File: config.mk
export PLATFORM = sky130hd
export DESIGN_NAME = aes_spi_frontend
export DESIGN_NICKNAME = d
export VERILOG_FILES = /design/src/rtl/aes_pkg.sv /design/src/rtl/spi_sync.sv /design/src/rtl/aes_spi_frontend.sv
export SDC_FILE = /design/constraint.sdc
export NUM_CORES = 2
export LEC_CHECK = 0
export CORE_MARGIN = 3
export CORE_UTILIZATION = 56
export DETAILED_ROUTE_END_ITERATION = 16
export PLACE_DENSITY = 0.85
export SKIP_CTS_REPAIR_TIMING = 1
export SYNTH_ARGS = -nofsm -noshare
export SYNTH_HDL_FRONTEND = slang
export SYNTH_SLANG_ARGS = --single-unit
export TNS_END_PERCENT = 1
File: constraint.sdc
create_clock -name i_clk -period 41.1 [get_ports i_clk]
set_input_delay 10.275 -clock i_clk [delete_from_list [all_inputs] [get_ports i_clk]]
set_output_delay 10.275 -clock i_clk [all_outputs]
set_load 0.05 [all_outputs]
File: src/rtl/aes_pkg.sv
// Shared types and constants for the AES accelerator SPI front-end.
// Frame layout on the wire is {text[127:0], key[K-1:0], dirbyte[7:0]}, MSB first.
package aes_pkg;

   typedef enum logic [1:0] {
      ST_IDLE,
      ST_SHIFT_IN,
      ST_WAIT,
      ST_SHIFT_OUT
   } spi_state_t;

   localparam logic DIR_DECRYPT = 1'b1;
   localparam int   RESULT_W    = 128;

   function automatic int frame_bits(input int k);
      return k + 136;
   endfunction

endpackage

File: src/rtl/spi_sync.sv
// Two-flop synchronizer for an asynchronous SPI pin, with single-cycle
// rise/fall pulses derived from the synchronized level and its previous value.
module spi_sync (
   input  logic i_clk,
   input  logic i_reset,
   input  logic i_din,
   output logic o_rise,
   output logic o_fall
);

   logic r_meta;
   logic r_sync;
   logic r_prev;

   always_ff @(posedge i_clk or posedge i_reset) begin
      if (i_reset) begin
         r_meta <= 1'b0;
         r_sync <= 1'b0;
         r_prev <= 1'b0;
      end else begin
         r_meta <= i_din;
         r_sync <= r_meta;
         r_prev <= r_sync;
      end
   end

   assign o_rise = r_sync & ~r_prev;
   assign o_fall = ~r_sync & r_prev;

endmodule

File: src/rtl/aes_spi_frontend.sv
// SPI slave front-end: deserializes {text, key, dirbyte}, launches the AES core,
// then serializes the 128-bit result back on sdo.
//
//   state        | meaning
//   ST_IDLE      | waiting for a load rise
//   ST_SHIFT_IN  | shifting frame bits on sck rise; load fall ends the frame
//   ST_WAIT      | start issued, waiting for core_done
//   ST_SHIFT_OUT | done high, result shifted out on sck fall
module aes_spi_frontend #(
   parameter int K = 256
) (
   input  logic           i_clk,
   input  logic           i_reset,
   input  logic           i_sck,
   input  logic           i_sdi,
   input  logic           i_load,
   output logic           o_sdo,
   output logic           o_done,
   output logic [K-1:0]   o_key,
   output logic [127:0]   o_text,
   output logic           o_dir,
   output logic           o_start,
   input  logic           i_core_done,
   input  logic [127:0]   i_core_result
);
   import aes_pkg::*;

   localparam int FRAME = frame_bits(K);
   localparam int CW    = $clog2(FRAME + 2);
   localparam logic [CW-1:0] CNT_FULL = CW'(FRAME);
   localparam logic [CW-1:0] CNT_OVR  = CW'(FRAME + 1);

   logic w_sck_rise, w_sck_fall, w_load_rise, w_load_fall;
   logic r_sdi_meta, r_sdi_sync;

   spi_sync u_sck_sync (
      .i_clk   (i_clk),
      .i_reset (i_reset),
      .i_din   (i_sck),
      .o_rise  (w_sck_rise),
      .o_fall  (w_sck_fall)
   );

   spi_sync u_load_sync (
      .i_clk   (i_clk),
      .i_reset (i_reset),
      .i_din   (i_load),
      .o_rise  (w_load_rise),
      .o_fall  (w_load_fall)
   );

   spi_state_t              r_state, w_next;
   logic [FRAME-1:0]        r_frame, w_frame_nxt;
   logic [CW-1:0]           r_cnt, w_cnt_nxt;
   logic [RESULT_W-1:0]     r_out;
   logic [6:0]              r_ocnt;
   logic [K-1:0]            r_key;
   logic [127:0]            r_text;
   logic                    r_dir, r_start, r_done;
   logic                    w_accept, w_capture;

   always_ff @(posedge i_clk or posedge i_reset) begin
      if (i_reset) begin
         r_sdi_meta <= 1'b0;
         r_sdi_sync <= 1'b0;
      end else begin
         r_sdi_meta <= i_sdi;
         r_sdi_sync <= r_sdi_meta;
      end
   end

   always_ff @(posedge i_clk or posedge i_reset) begin
      if (i_reset) r_state <= ST_IDLE;
      else         r_state <= w_next;
   end

   // An sck edge coinciding with the load fall is folded in before the length check.
   always_comb begin
      w_next      = r_state;
      w_accept    = 1'b0;
      w_capture   = 1'b0;
      w_frame_nxt = r_frame;
      w_cnt_nxt   = r_cnt;
      if (w_sck_rise) begin
         w_frame_nxt = {r_frame[FRAME-2:0], r_sdi_sync};
         if (r_cnt != CNT_OVR) w_cnt_nxt = r_cnt + 1'b1;
      end
      case (r_state)
         ST_IDLE: begin
            if (w_load_rise) w_next = ST_SHIFT_IN;
         end
         ST_SHIFT_IN: begin
            if (w_load_fall) begin
               if (w_cnt_nxt == CNT_FULL) begin
                  w_accept = 1'b1;
                  w_next   = ST_WAIT;
               end else begin
                  w_next   = ST_IDLE;
               end
            end
         end
         ST_WAIT: begin
            if (w_load_rise) begin
               w_next = ST_SHIFT_IN;
            end else if (i_core_done) begin
               w_capture = 1'b1;
               w_next    = ST_SHIFT_OUT;
            end
         end
         ST_SHIFT_OUT: begin
            if (w_load_rise)                           w_next = ST_SHIFT_IN;
            else if (w_sck_fall && r_ocnt == 7'd127)   w_next = ST_IDLE;
         end
         default: w_next = ST_IDLE;
      endcase
   end

   always_ff @(posedge i_clk or posedge i_reset) begin
      if (i_reset) begin
         r_frame <= '0;
         r_cnt   <= '0;
         r_out   <= '0;
         r_ocnt  <= '0;
         r_key   <= '0;
         r_text  <= '0;
         r_dir   <= 1'b0;
         r_start <= 1'b0;
         r_done  <= 1'b0;
      end else begin
         r_start <= w_accept;
         r_done  <= (w_next == ST_SHIFT_OUT);
         if (w_next == ST_SHIFT_IN && r_state != ST_SHIFT_IN) begin
            r_cnt <= '0;
         end else if (r_state == ST_SHIFT_IN) begin
            r_cnt   <= w_cnt_nxt;
            r_frame <= w_frame_nxt;
         end
         if (w_accept) begin
            r_text <= w_frame_nxt[FRAME-1 -: 128];
            r_key  <= w_frame_nxt[K+7:8];
            r_dir  <= (|w_frame_nxt[7:0]) ? DIR_DECRYPT : ~DIR_DECRYPT;
         end
         if (w_capture) begin
            r_out  <= i_core_result;
            r_ocnt <= '0;
         end else if (r_state == ST_SHIFT_OUT && w_sck_fall) begin
            r_out  <= {r_out[RESULT_W-2:0], 1'b0};
            r_ocnt <= r_ocnt + 1'b1;
         end
      end
   end

   assign o_sdo   = r_out[RESULT_W-1];
   assign o_done  = r_done;
   assign o_key   = r_key;
   assign o_text  = r_text;
   assign o_dir   = r_dir;
   assign o_start = r_start;

endmodule

==> results.toml <==
[worst_hold_path]
hold_depth = 0
min_to = "u_sck_sync.r_sync"
hp-start = "u_sck_sync.r_meta"
hold_class = "register to register"

[die]
ios = 522
die_x_um = 275
core_area_um2 = 71600
die_h_um = 275
die_area_um2 = 75700
start_util_pct = 56.6
rows = 98

[clock_tree]
clkLatencyLatePin_ps = 640
cts_buffer_depth = 3
cts_buffers = 94
clock-root-buffer = "clkbuf_16"
clk_pin_slew_worst_paths_ps = 60
clock-sinks = 933
cts_tree = "yes"
cts_max_level = 3

[timing]
rsz0062_at_grt = "no"
fin_tns_setup_ps = 0
slew_violations = 0
finalSetupViolCount = 0
timing.final.crit_period_ps = 13340
fin_crit_sh_pct = 32.5
tightest_slew_ps = 1220
clock-skew-final_ps = 27.8
hold_viol = 0
relSlewSlack_pct = 19.0
max_freq_ghz = 0.0750

[routing]
viasPerCell = 5.50
num_vias = 28300
drtPass1Iterations = 5
antenna_left = 0
drc = 0
wire_per_inst_um = 18.3
wl_um = 94300
drt_iter0_drc = 2708

[setup_path]
crit_buf_inv = 5
endpoint_kind = "async pin"
r2r-start = "u_sck_sync.r_sync"
crit_fanout = 188
path_cells = "clkdlybuf4s50_1 > inv_8 > buf_12 > buf_4 > buf_4"
cp_data_arrival_time_ps = 13970
ff2ff_path_depth = 9
crit_path_start_kind = "input pin"
r2r-end = "o_key[41]"
critical_path_required_ps = 41730
critical_path_class = "input pin to async pin"
crit_top_cell = "buf_4"
reg2reg_slack_ps = 35050
cp_top_family = "buffers and inverters"
crit_slowest_cell = "buf_4"
cpPeakStageDelay_ps = 880

[synth]
netlist_instances = 3716
synth_top_area_cell = "dfrtp_1"
synthArstFlopShare_pct = 100
synth_edf_count = 0
synth_cell_types = 42
ys_warn_count = 0
synth-seq-cells = 933
synth_nets = 3853
synth_top_area_share_pct = 57.6
syn-cell-area_um2 = 40500
avgSynthCellArea_um2 = 10.9
seq_area_frac_synth_pct = 57.6
synth_ff_type = "dfrtp_1"
synth_area_leaders = "dfrtp_1, mux2_2, nand2_1"

[power]
p_int_uw = 1450
p_seq_share_pct = 50.0
p_leak_uw = 0.0251
switching_share_pct = 22.4
max-vdd-ir-drop_v = 0.0000321
p_comb_share_pct = 4.2
p_switching_uw = 416
pwr-share-clk_pct = 45.8
power_density_nw_per_um2 = 37.9

[layout]
nFillCells = 4904
final_util_pct = 68.6
multi_input_area_um2 = 16000
final_common_cell = "nand2_1"
seq_area_um2 = 23300
areaGrowthSynthToFinish_pct = 21.3
fin_nets = 4266
drive_above_1_share_pct = 15.7
final_cell_mix = "nand2_1, dfrtp_1, clkdlybuf4s50_1, mux2_2, mux2_1"

[placement]
dp_hpwl_um = 58900
gp_congestion = 0.848
port_buffers = 521

[grt]
grt_use_total_pct = 24.4
antenna_found_initial = 5
grt_first_pass_wirelength_um = 150000
grt_max_degree = 189
grt_pass1_vias = 27700
grt-ovfl-total = 0

[run_status]
status = "complete, no violations"

[job]
maxCapViolCount = 0
[sequential cells by signal (all words and copies together), names as in the netlist, 2 cells and up]
name	flops
r_cnt	9
r_ocnt	7
r_state	2
o_key	256
r_out	128
o_text	128
r_frame	392
[cell usage after synthesis, drive strengths merged (2+ instances only)]
library cell,instances
nand2b,7
dfrtp,933
and2,5
o21ai,14
xor2,6
clkbuf,172
a22oi,2
o31ai,4
or2,2
and2b,2
nand2,1423
mux2,777
nor2,138
nor4,3
nand4,5
nand3,7
a31oi,127
ha,3
a21oi,7
inv,3
xnor2,2
buf,60
and4,2
[through the flow]
step / instances / area, um^2 / power [uW] / setup WS (ps) / hold slack [ps]
2_1_floorplan: 3716 / 40500 / 999 / 4590 / 331
3_3_place_gp: 4983 / 46100 / 1030 / 26850 / 338
4_1_cts: 5149 / 49100 / 1880 / 27570 / 349
6_report: 5154 / 49200 / 1860 / 27760 / 348
3_5_place_dp: 4983 / 46100 / 1030 / 26870 / 336
5_1_grt: 5154 / 49200 / 1920 / 27130 / 356
[power by group through the flow]
stage / sequential, uW / clock (uW) / combinational (uW)
3_3_place_gp: 947 / 0 / 79.2
6_report: 931 / 852 / 78.8
2_1_floorplan: 947 / 0 / 51.8
4_1_cts: 930 / 868 / 80.0
5_1_grt: 931 / 905 / 87.1
3_5_place_dp: 947 / 0 / 79.7
[how the worst max path moves through the flow]
stage	startpoint	to	slack (ps)	cells after the start
after floorplan	i_reset	o_dir	4590	1
after global placement	i_reset	r_out[30]	26850	5
after detailed placement	i_reset	r_out[31]	26870	5
after CTS	i_reset	o_key[222]	27570	5
after global routing	i_reset	r_out[11]	27130	5
final	i_reset	r_out[17]	27760	5
[per-layer routing]
layer,track usage (%),vias up,share of wire (%)
li1,-,13100,-
met3,4.46,205,5.1
met1,32.3,14300,41
met2,40.4,761,50
met5,0,-,0
met4,9.31,0,3.9
[logic make-up after synthesis]
kind of cell             count (synthesis)  share of synthesized area [%]
AO/OA/AOI/OAI                          159                           2.45
XOR/XNOR                                 8                          0.173
adder cells (fa/ha/maj)                  3                         0.0926
buffers and inverters                  235                           2.98
flip-flops                             933                           57.6
multiplexers                           777                           21.6
AND/OR/NAND/NOR                       1601                           15.1
[cell type report]
class                   instances  area share, %
inverters                       3         0.0382
diodes                          5         0.0255
well taps                     950           2.42
flip-flops and latches        933           47.5
multi-input cells            2548           32.6
clock buffers                 137           5.61
clock inverters                29          0.664
repair buffers                549           11.1
Power figures use the tool's default switching activity.
